File: src/rtl/mvm_stream_param.sv
// Streaming signed matrix-vector multiplier: y = A*x, K x K matrix, P MAC lanes.
// A and x are loaded through a valid/ready input stream and persist across runs.
// A run computes P rows per pass, stores y, and streams it out under backpressure.
module mvm_stream_param #(
  parameter int K     = 8,
  parameter int P     = 4,
  parameter int B     = 12,
  parameter int OUT_W = 2*B + $clog2(K)
) (
  input  logic                    clk,
  input  logic                    reset,
  input  logic                    load_matrix,
  input  logic                    load_vector,
  input  logic                    start,
  input  logic                    in_valid,
  output logic                    in_ready,
  input  logic signed [B-1:0]     in_data,
  output logic                    out_valid,
  input  logic                    out_ready,
  output logic signed [OUT_W-1:0] out_data,
  output logic                    busy,
  output logic                    done
);

  localparam int NPASS  = K / P;
  localparam int DEPTH  = K * K / P;
  localparam int LA_W   = (DEPTH > 1) ? $clog2(DEPTH) : 1;
  localparam int PASS_W = (NPASS > 1) ? $clog2(NPASS) : 1;
  localparam int LANE_W = (P > 1) ? $clog2(P) : 1;
  localparam int IDX_W  = $clog2(K);
  localparam int COL_W  = $clog2(K + 2);
  localparam int PROD_W = 2 * B;

  typedef enum logic [2:0] {
    IDLE    = 3'd0,
    LOAD_A  = 3'd1,
    LOAD_X  = 3'd2,
    COMPUTE = 3'd3,
    DRAIN   = 3'd4,
    OUTPUT  = 3'd5
  } state_t;

  state_t state_r;

  // Storage: A split into P lane banks (row r lives in bank r%P), x, and results y
  logic signed [B-1:0]     a_mem_r [P][DEPTH];
  logic signed [B-1:0]     x_mem_r [K];
  logic signed [OUT_W-1:0] y_mem_r [K];

  logic                    in_ready_r, out_valid_r, busy_r, done_r;
  logic signed [OUT_W-1:0] out_data_r;
  logic [IDX_W-1:0]        ld_row_r, ld_col_r, out_idx_r;
  logic [COL_W-1:0]        col_r;
  logic [PASS_W-1:0]       pass_r, wr_pass_r;
  logic                    fin_r, wr_pend_r;

  // MAC pipeline: read stage, product stage, accumulator
  logic signed [B-1:0]      a_rd_r [P];
  logic signed [B-1:0]      x_rd_r;
  logic                     rd_vld_r, rd_first_r;
  logic signed [PROD_W-1:0] prod_r [P];
  logic                     prod_vld_r, prod_first_r;
  logic signed [OUT_W-1:0]  acc_r [P];

  logic             xfer_s, issue_s;
  logic [LANE_W-1:0] a_bank_s;
  logic [LA_W-1:0]   a_addr_s, rd_addr_s;
  logic [IDX_W-1:0]  x_addr_s;

  assign xfer_s    = in_valid && in_ready_r;
  assign issue_s   = (state_r == COMPUTE) && !fin_r && (col_r < COL_W'(K));
  assign a_bank_s  = LANE_W'(int'(ld_row_r) % P);
  assign a_addr_s  = LA_W'((int'(ld_row_r) / P) * K + int'(ld_col_r));
  assign rd_addr_s = LA_W'(int'(pass_r) * K + int'(col_r));
  assign x_addr_s  = IDX_W'(col_r);

  assign in_ready  = in_ready_r;
  assign out_valid = out_valid_r;
  assign out_data  = out_data_r;
  assign busy      = busy_r;
  assign done      = done_r;

  // Write accepted input words into the A banks or the x memory
  always_ff @(posedge clk) begin
    if (xfer_s && (state_r == LOAD_A)) a_mem_r[a_bank_s][a_addr_s] <= in_data;
    if (xfer_s && (state_r == LOAD_X)) x_mem_r[ld_col_r] <= in_data;
  end

  // Synchronous column read of all lane banks and the shared x element
  always_ff @(posedge clk) begin
    if (issue_s) begin
      for (int l = 0; l < P; l++) a_rd_r[l] <= a_mem_r[l][rd_addr_s];
      x_rd_r <= x_mem_r[x_addr_s];
    end
  end

  // Store the P finished lane sums of a pass into y
  always_ff @(posedge clk) begin
    if (wr_pend_r) begin
      for (int l = 0; l < P; l++) y_mem_r[IDX_W'(int'(wr_pass_r) * P + l)] <= acc_r[l];
    end
  end

  // Multiply and accumulate; the first column of a pass restarts the sum
  always_ff @(posedge clk or posedge reset) begin
    if (reset) begin
      rd_vld_r     <= 1'b0;
      rd_first_r   <= 1'b0;
      prod_vld_r   <= 1'b0;
      prod_first_r <= 1'b0;
      for (int l = 0; l < P; l++) begin
        prod_r[l] <= '0;
        acc_r[l]  <= '0;
      end
    end else begin
      rd_vld_r     <= issue_s;
      rd_first_r   <= issue_s && (col_r == COL_W'(0));
      prod_vld_r   <= rd_vld_r;
      prod_first_r <= rd_first_r;
      for (int l = 0; l < P; l++) begin
        if (rd_vld_r) prod_r[l] <= PROD_W'(a_rd_r[l]) * PROD_W'(x_rd_r);
        if (prod_vld_r) begin
          acc_r[l] <= prod_first_r ? OUT_W'(prod_r[l]) : acc_r[l] + OUT_W'(prod_r[l]);
        end
      end
    end
  end

  // Control FSM with registered handshake and status outputs
  always_ff @(posedge clk or posedge reset) begin
    if (reset) begin
      state_r     <= IDLE;
      in_ready_r  <= 1'b0;
      out_valid_r <= 1'b0;
      busy_r      <= 1'b0;
      done_r      <= 1'b0;
      out_data_r  <= '0;
      ld_row_r    <= '0;
      ld_col_r    <= '0;
      out_idx_r   <= '0;
      col_r       <= '0;
      pass_r      <= '0;
      wr_pass_r   <= '0;
      fin_r       <= 1'b0;
      wr_pend_r   <= 1'b0;
    end else begin
      done_r    <= 1'b0;
      wr_pend_r <= 1'b0;
      case (state_r)
        IDLE: begin
          if (start) begin
            state_r <= COMPUTE;
            busy_r  <= 1'b1;
            col_r   <= '0;
            pass_r  <= '0;
            fin_r   <= 1'b0;
          end else if (load_matrix) begin
            state_r    <= LOAD_A;
            busy_r     <= 1'b1;
            in_ready_r <= 1'b1;
            ld_row_r   <= '0;
            ld_col_r   <= '0;
          end else if (load_vector) begin
            state_r    <= LOAD_X;
            busy_r     <= 1'b1;
            in_ready_r <= 1'b1;
            ld_col_r   <= '0;
          end else begin
            state_r <= IDLE;
          end
        end
        LOAD_A: begin
          if (xfer_s) begin
            if (ld_col_r == IDX_W'(K - 1)) begin
              ld_col_r <= '0;
              if (ld_row_r == IDX_W'(K - 1)) begin
                state_r    <= IDLE;
                in_ready_r <= 1'b0;
                busy_r     <= 1'b0;
                ld_row_r   <= '0;
              end else begin
                ld_row_r <= ld_row_r + IDX_W'(1);
              end
            end else begin
              ld_col_r <= ld_col_r + IDX_W'(1);
            end
          end
        end
        LOAD_X: begin
          if (xfer_s) begin
            if (ld_col_r == IDX_W'(K - 1)) begin
              state_r    <= IDLE;
              in_ready_r <= 1'b0;
              busy_r     <= 1'b0;
              ld_col_r   <= '0;
            end else begin
              ld_col_r <= ld_col_r + IDX_W'(1);
            end
          end
        end
        COMPUTE: begin
          // K reads + 2 flush cycles per pass; one extra cycle lets the last pass write y
          if (fin_r) begin
            state_r <= DRAIN;
            fin_r   <= 1'b0;
          end else if (col_r == COL_W'(K + 1)) begin
            col_r     <= '0;
            wr_pend_r <= 1'b1;
            wr_pass_r <= pass_r;
            if (pass_r == PASS_W'(NPASS - 1)) fin_r <= 1'b1;
            else pass_r <= pass_r + PASS_W'(1);
          end else begin
            col_r <= col_r + COL_W'(1);
          end
        end
        DRAIN: begin
          out_data_r  <= y_mem_r[0];
          out_valid_r <= 1'b1;
          out_idx_r   <= '0;
          state_r     <= OUTPUT;
        end
        OUTPUT: begin
          if (out_ready) begin
            if (out_idx_r == IDX_W'(K - 1)) begin
              out_valid_r <= 1'b0;
              busy_r      <= 1'b0;
              done_r      <= 1'b1;
              out_idx_r   <= '0;
              state_r     <= IDLE;
            end else begin
              out_idx_r  <= out_idx_r + IDX_W'(1);
              out_data_r <= y_mem_r[out_idx_r + IDX_W'(1)];
            end
          end
        end
        default: begin
          state_r     <= IDLE;
          in_ready_r  <= 1'b0;
          out_valid_r <= 1'b0;
          busy_r      <= 1'b0;
        end
      endcase
    end
  end

endmodule

File: config.mk
export PLATFORM = sky130hd
export DESIGN_NAME = mvm_stream_param
export DESIGN_NICKNAME = d
export VERILOG_FILES = /design/src/rtl/mvm_stream_param.sv
export SDC_FILE = /design/constraint.sdc
export NUM_CORES = 2
export LEC_CHECK = 0
export BUFFER_PORTS_ARGS = -buffer_cell sky130_fd_sc_hd__clkbuf_2
export CAP_MARGIN = 5
export CORE_MARGIN = 1.5
export CORE_UTILIZATION = 65
export DETAILED_ROUTE_END_ITERATION = 10
export GPL_TIMING_DRIVEN = 0
export HOLD_SLACK_MARGIN = 0.12
export MAX_ROUTING_LAYER = met4
export PLACE_DENSITY = 0.83
export SYNTH_ARGS = -nofsm -noshare
export SYNTH_HDL_FRONTEND = slang
export SYNTH_SLANG_ARGS = --single-unit
File: constraint.sdc
create_clock -name clk -period 21.9 [get_ports clk]
set_clock_uncertainty 0.05 [all_clocks]
set_input_delay 1.095 -clock clk [delete_from_list [all_inputs] [get_ports clk]]
set_output_delay 1.095 -clock clk [all_outputs]
set_load 0.01 [all_outputs]
==> results.json <==
{
  "clock.fmax_mhz": 133,
  "end_kind": "flip-flop",
  "max-cap-violations": 0,
  "ys_types": 81,
  "yosysWarningCount": 0,
  "crit_top_cell": "fa_1",
  "synth-edff-count": 1140,
  "gp_congestion": 1.02,
  "netlist_instances": 5880,
  "syn_to_final_growth_pct": 9.47,
  "clkSinkCount": 1399,
  "antenna_found_initial": 9,
  "cp_cell_sequence": "clkbuf_1, clkbuf_1, nand2_1, fa_1, fa_1, inv_1, fa_1, fa_1, inv_1, fa_1, inv_1, ha_1, o211ai_1, a211oi_1, nor3_1, o31ai_1, o41ai_1, xnor2_1, a21oi_1",
  "root_buffer": "clkbuf_16",
  "final_cell_mix": "1140 x edfxtp_1, 717 x inv_1, 573 x nand2_1",
  "crit_path_start_kind": "flip-flop",
  "grt_first_pass_wirelength_um": 345000,
  "die_area_sq_um": 125000,
  "yosys.area.top_type": "edfxtp_1",
  "cts_tree": "built",
  "cts_resized": 0,
  "drc_errors": 0,
  "grt_pass1_vias": 53000,
  "wire_per_inst_um": 29.6,
  "clock_path_buffers": 3,
  "rsz0062_at_grt": "no",
  "fp.dieH_um": 354,
  "drive_gt1_frac": 0.123,
  "grtUsageTotal": 0.393,
  "ys_seq_area_frac": 0.509,
  "start_util": 0.656,
  "ys_ff_latch": 1399,
  "cts_setup_buffers": 0,
  "slew_violations": 0,
  "top_layer": "met4",
  "hold_class": "in2async",
  "fp.coreArea_sq_um": 122000,
  "syn_area_per_cell_sq_um": 13.6,
  "worstPathRequired_ps": 22470,
  "post-dp-hpwl_um": 158000,
  "worstSetupPathType": "reg2reg",
  "numCtsBuffers": 143,
  "cpLargestDelayFamily": "adder cells",
  "worstPathArrival_ps": 8070,
  "clock_latency_ps": 840,
  "final_common_cell": "edfxtp_1",
  "min_period_over_period": 0.342,
  "slew_headroom": 0.0532,
  "via_count": 51200,
  "grt_max_degree": 104,
  "async_flop_share": 0.185,
  "ant_nets": 0,
  "synth_fp_nets": 6778,
  "ys.flop_type": "edfxtp_1",
  "fin_nets": 6991,
  "firstDrtPassIters": 8,
  "critPathMaxStageDelay_ps": 940,
  "via_per_inst": 6.52,
  "period_needed_ps": 7490,
  "clk_transition_reported_paths_ps": 70,
  "met2WireLength_um": 114000,
  "wirelength_um": 232000,
  "status": "complete, no violations",
  "path_max_fanout": 10,
  "critPathSlowestCell": "clkbuf_1",
  "wl_met3_um": 22200,
  "grt_overflow": 0,
  "die_x_um": 354,
  "synth_area_sq_um": 80000,
  "ys_top_cells_by_area": "edfxtp_1 43%, fa_1 14%, mux4_2 9.0%",
  "synth.top_cell.area_share": 0.428,
  "cts_max_level": 4,
  "drtIter0Drc": 6171,
  "fin_tns_setup_ps": 0,
  "route.layer.met1.wl_um": 77300,
  "setup_viol": 0,
  "hold_buffers": 0,
  "io_pins": 50,
  "hold_viol_final": 0,
  "tightest_slew_ps": 1420,
  "numPortBuffers": 49,
  "critPathBufInv": 5,
  "rows": 128
}
-- logic make-up after synthesis --
kind of cell             count (synthesis)  share of synthesized area
AND/OR/NAND/NOR                       1344                     0.0783
multiplexers                           444                      0.107
flip-flops                            1399                      0.509
XOR/XNOR                               168                     0.0184
buffers and inverters                  982                     0.0463
AO/OA/AOI/OAI                          664                     0.0519
adder cells (fa/ha/maj)                879                      0.190
-- cell type report --
class	instances	area, sq um
Fill cell	7428	34300
Timing Repair Buffer	68	632
Sequential cell	1399	40700
Clock buffer	165	3700
Multi-Input combinational cell	3499	35600
Clock inverter	99	1110
Inverter	720	2710
Buffer	262	1000
Antenna cell	15	37.5
Tap cell	1625	2030
-- final timing paths --
kind / cells after the start / endpoint / slack, ps / startpoint
max: 19 / prod_r[23]$_DFFE_PP0P_ / 14410 / x_rd_r[9]$_DFFE_PP_
min: 2 / acc_r[7]$_DFFE_PP0P_ / 280 / reset
max reg2reg: 19 / prod_r[23]$_DFFE_PP0P_ / 14410 / x_rd_r[9]$_DFFE_PP_
min reg2reg: 0 / prod_vld_r$_DFF_PP0_ / 420 / rd_vld_r$_DFF_PP0_
max in group asynchronous: 3 / prod_r[88]$_DFFE_PP0P_ / 20550 / reset
min in group clk: 0 / prod_vld_r$_DFF_PP0_ / 420 / rd_vld_r$_DFF_PP0_
-- synth_stat cells (8+ instances only) --
| master | n |
|---|---|
| a211o_1 | 10 |
| a211oi_1 | 26 |
| a21o_1 | 48 |
| a21oi_1 | 223 |
| a31o_2 | 9 |
| a31oi_1 | 33 |
| and2_1 | 245 |
| and3_1 | 25 |
| buf_1 | 26 |
| buf_2 | 16 |
| clkbuf_1 | 220 |
| dfrtp_1 | 259 |
| edfxtp_1 | 1140 |
| fa_1 | 556 |
| ha_1 | 323 |
| inv_1 | 718 |
| mux2_2 | 87 |
| mux2i_1 | 39 |
| mux4_2 | 318 |
| nand2_1 | 573 |
| nand2b_1 | 43 |
| nand3_1 | 44 |
| nor2_1 | 257 |
| nor2b_1 | 27 |
| nor3_1 | 65 |
| o211ai_1 | 18 |
| o21a_1 | 26 |
| o21ai_0 | 167 |
| o21ai_1 | 8 |
| o21bai_1 | 12 |
| o31ai_1 | 18 |
| or3_1 | 18 |
| xnor2_1 | 118 |
| xor2_1 | 50 |
-- stage by stage --
stage	utilization	instances	instance area, sq um	hold slack (ps)	worst slack (ps)
after floorplan	-	5880	80000	281	13630
final	0.719	7852	87600	276	14410
after CTS	0.718	7837	87500	269	14600
after global routing	0.718	7845	87600	302	14310
after global placement	0.675	7554	82300	363	10070
after detailed placement	0.679	7573	82700	366	14690
-- worst register-to-register path: stages, from the launching register on --
cell and delay (ps):
edfxtp_1 470, clkbuf_1 710, clkbuf_1 950, nand2_1 200, fa_1 550, fa_1 490
inv_1 50, fa_1 480, fa_1 500, inv_1 50, fa_1 470, inv_1 40
ha_1 370, o211ai_1 140, a211oi_1 430, nor3_1 170, o31ai_1 390, o41ai_1 130
xnor2_1 510, a21oi_1 140
-- per-layer routing --
metal,vias to the layer above,global-route usage
met4,0,0.263
li1,21000,-
met2,3494,0.629
met3,887,0.0749
met5,-,-
met1,25800,0.456
-- registers in the layout (all words and copies together) (netlist names), 3 cells and up --
signal	flops
ld_row_r	3
state_r	3
acc_r	108
y_mem_r	216
out_idx_r	3
ld_col_r	3
col_r	4
x_mem_r	96
a_mem_r	768
out_data	27
x_rd_r	12
a_rd_r	48
prod_r	96
Power is left out: the tool's default activity adds up to more than one toggle a clock period on the data nets, which glitch-free logic cannot reach.
